[src/rtl/sp_ram.sv]
// sp_ram: single-port synchronous RAM with a registered read port.
// One shared address serves both read and write.
// A read during a write returns the word being written (write-through).
// Optional build macro SP_RAM_OUTREG_EN adds a second output register,
// which raises the read latency from 1 to 2 clocks.
// The reset is synchronous and active-low. It clears only the output
// register(s) and never the storage array.

module sp_ram #(
    parameter int DATA_WIDTH = 4,
    parameter int ADDR_WIDTH = 4
) (
    input  logic                  clk,
    input  logic                  rst_n,
    input  logic                  wren,
    input  logic [ADDR_WIDTH-1:0] address,
    input  logic [DATA_WIDTH-1:0] data,
    output logic [DATA_WIDTH-1:0] q
);

    localparam int DEPTH = 2 ** ADDR_WIDTH;

    logic [DATA_WIDTH-1:0] mem [DEPTH];
    logic [DATA_WIDTH-1:0] rd_q;

    // Storage array: no reset so it maps onto block RAM; writes are blocked while in reset.
    always_ff @(posedge clk) begin
        if (rst_n && wren) begin
            mem[address] <= data;
        end
    end

    // Read register: write-through on a write, otherwise the stored word; cleared by reset.
    always_ff @(posedge clk) begin
        if (!rst_n) begin
            rd_q <= '0;
        end else if (wren) begin
            rd_q <= data;
        end else begin
            rd_q <= mem[address];
        end
    end

`ifdef SP_RAM_OUTREG_EN
    logic [DATA_WIDTH-1:0] out_q;

    // Second output stage: delays the read data by one more clock; cleared by reset.
    always_ff @(posedge clk) begin
        if (!rst_n) begin
            out_q <= '0;
        end else begin
            out_q <= rd_q;
        end
    end

    assign q = out_q;
`else
    assign q = rd_q;
`endif

endmodule

[config.mk]
export PLATFORM = sky130hd
export DESIGN_NAME = sp_ram
export DESIGN_NICKNAME = d
export VERILOG_FILES = /design/src/rtl/sp_ram.sv
export SDC_FILE = /design/constraint.sdc
export NUM_CORES = 1
export LEC_CHECK = 0
export ABC_AREA = 1
export BUFFER_PORTS_ARGS = -buffer_cell sky130_fd_sc_hd__buf_2
export CAP_MARGIN = 20
export CORE_MARGIN = 3
export CORE_UTILIZATION = 50
export CTS_BUF_LIST = sky130_fd_sc_hd__clkbuf_8
export DETAILED_ROUTE_END_ITERATION = 8
export GPL_ROUTABILITY_DRIVEN = 0
export PLACE_DENSITY = 0.76
export SYNTH_ARGS = -nofsm -noshare
export SYNTH_HDL_FRONTEND = slang
export SYNTH_SLANG_ARGS = --single-unit
export TNS_END_PERCENT = 100
[constraint.sdc]
create_clock -name clk -period 1.1 [get_ports clk]
set_input_delay 0.22 -clock clk [delete_from_list [all_inputs] [get_ports clk]]
set_output_delay 0.22 -clock clk [all_outputs]
set_load 0.02 [all_outputs]
==> impl_metrics.tcl <==
set metrics [dict create \
    outcome "finished, final reports clean" \
    top_level_ports 15 \
    grt_max_degree 34 \
    core_um2 5540 \
    cts_setup_buffers 0 \
    routed_via_density 5.18 \
    cts_tree "yes" \
    grt_usage_pct 20.2 \
    ys_warn_count 0 \
    powerDensity_nw_per_um2 1480 \
    grt_pass1_wl_um 9390 \
    numCtsBuffers 9 \
    diodes 0 \
    nFillCells 445 \
    hold_class "input pin to flop" \
    cp_cell_sequence "nand2_1 > nand2_1 > nand2_1 > nand2_1 > nand2_2 > nand3_2 > nor2_1 > nor2_1" \
    critPathBufInv 0 \
    setup_tns_ps 0 \
    syn_inst 278 \
    finalCritPeriodShare_pct 96.7 \
    die_area_um2 6740 \
    dp_hpwl_um 3910 \
    power_leakage_nw 1.39 \
    crit_arrival_ps 1300 \
    critPathRequiredTime_ps 1330 \
    fin_area_um2 3490 \
    dpl_cell_area_um2 3300 \
    fin_crit_ps 1060 \
    rows 27 \
    cp_slowest_cell "edfxtp_1" \
    vias 1993 \
    layout-drive-gt1-share_pct 23.0 \
    slew_headroom_pct 76.9 \
    syn_to_final_growth_pct 20.5 \
    multiInputGateArea_um2 940 \
    setup.worst_path.class "flop to flop" \
    drt_iter0_drc 177 \
    io_buffers 14 \
    place_inst 370 \
    clk_latency_ps 340 \
    firstDrtPassIters 4 \
    wl_per_cell_um 15.2 \
    skew_ps 4.53 \
    finalSetupViolations 0 \
    yosys_register_bits 68 \
    initial_core_util_pct 52.3 \
    rsz0062_at_grt "yes" \
    path_clk_slew_ps 70 \
    h-tree-depth 3 \
    die_y_um 82.1 \
    critPathMaxFanout 1 \
    final_cells 385 \
    final-seq-area_um2 2000 \
    ys_seq_area_share_pct 69.1 \
    crit_path_frequent_cell "nand2_1" \
    grt_pass1_vias 1964 \
    worst_pin_slew_ps 347 \
    finalMaxSlewViolations 0 \
    final_core_util_pct 63.0 \
    grt_overflow 0 \
    power_w 0.00518 \
    start_kind "flop" \
    synthesis.area_um2 2900 \
    cts.path.max_buffers 2 \
    cp_top_family "simple AND/OR/NAND/NOR gates" \
    max_freq_mhz 940 \
    endpoint_kind "flop" \
    yosysUniqueCellTypes 13 \
    cts_root_buf "clkbuf_8" \
    crit_path_max_incr_delay_ps 370 \
    ir_drop_mv 0.855 \
    syn_area_per_cell_um2 10.4 \
    syn_nets 289 \
    hold_viol_final 0 \
    finalNetCount 320 \
    clock-sinks 68 \
    die_x_um 82.1 \
    drc 0 \
    postRouteAntennaNets 0 \
    drt_wl_total_um 5870 \
    cap_violations 0 \
    antenna_found_initial 0 \
]
[flip-flops by register name, indices dropped and copies added (netlist names)]
name,flops
q,4
mem,64
[through the flow]
stage	hold WS, ps	setup slack, ps
floorplan	319	-22.9
global placement	592	-155
detailed placement	604	-185
CTS	235	53.8
global route	237	-33.8
finish	251	35.9
[placed cells by master, fill, tap and decap left out]
master     count
dfxtp_1        4
inv_1          7
inv_4          1
nor2_1        10
nand4_1        4
nand2_1      129
nand3_2        2
edfxtp_1      64
bufinv_16      1
inv_8          1
nor2_4        16
nand3_1       18
clkinv_1       1
inv_2          4
clkbuf_8       9
nand3_4        4
o21ai_0        4
buf_4         14
nor2_2         1
buf_2         14
nand2_2        1
buf_12         3
clkinv_2       1
[timing repair]
action,4_1_cts,5_1_grt
setup endpoints to repair,0,2
hold buffers,0,0
resized for setup,0,4
[layer usage]
layer	routed length (µm)	GRT usage (%)
met4	202	14.0
met3	275	4.23
met1	2560	25.8
met5	0	0
met2	2840	30.9
[cells in the mapped netlist (all sizes together)]
cell,number,area [µm²]
nand3,24,120
buf,11,93.8
inv,10,45.0
nand4,4,25.0
o21ai,4,20.0
nor2,27,101
nand2,130,488
edfxtp,64,1920
dfxtp,4,80.1
[final cells by class]
cell class                      instances  area share (%)
Inverter                               10            1.36
Tap cell                               72            2.58
Timing Repair Buffer                   31            6.74
Clock inverter                          6            1.43
Multi-Input combinational cell        189            26.9
Sequential cell                        68            57.4
Clock buffer                            9            3.55
[worst reg2reg max path, delay by kind of cell, from the launching register on]
kind / cells / cell delay (ps)
and+or+nand+nor: 8 / 590
DFF: 1 / 370
[cell families (layout without fill, tap and decap cells)]
logic type	count (synthesis)	after routing	share of synthesized area (%)
compound gates	4	4	0.691
flops	68	68	69.1
simple gates	185	185	25.4
buf+inv	21	56	4.80
[power breakdown]
part	leakage (nW)	internal (W)	total (W)	switching, W
logic	0.676	0.000153	0.000462	0.000309
clock network	0.100	0.000997	0.00184	0.000843
registers	0.610	0.00287	0.00288	0.00000886
[worst paths after layout]
path	start	end	slack (ps)	depth (start not counted)
max reg2reg	mem[6][2]	q[2]	40	8
max	mem[6][2]	q[2]	40	8
min reg2reg	mem[8][1]	q[1]	720	6
min	wren	q[0]	250	4
(Power assumes the default switching activity.)
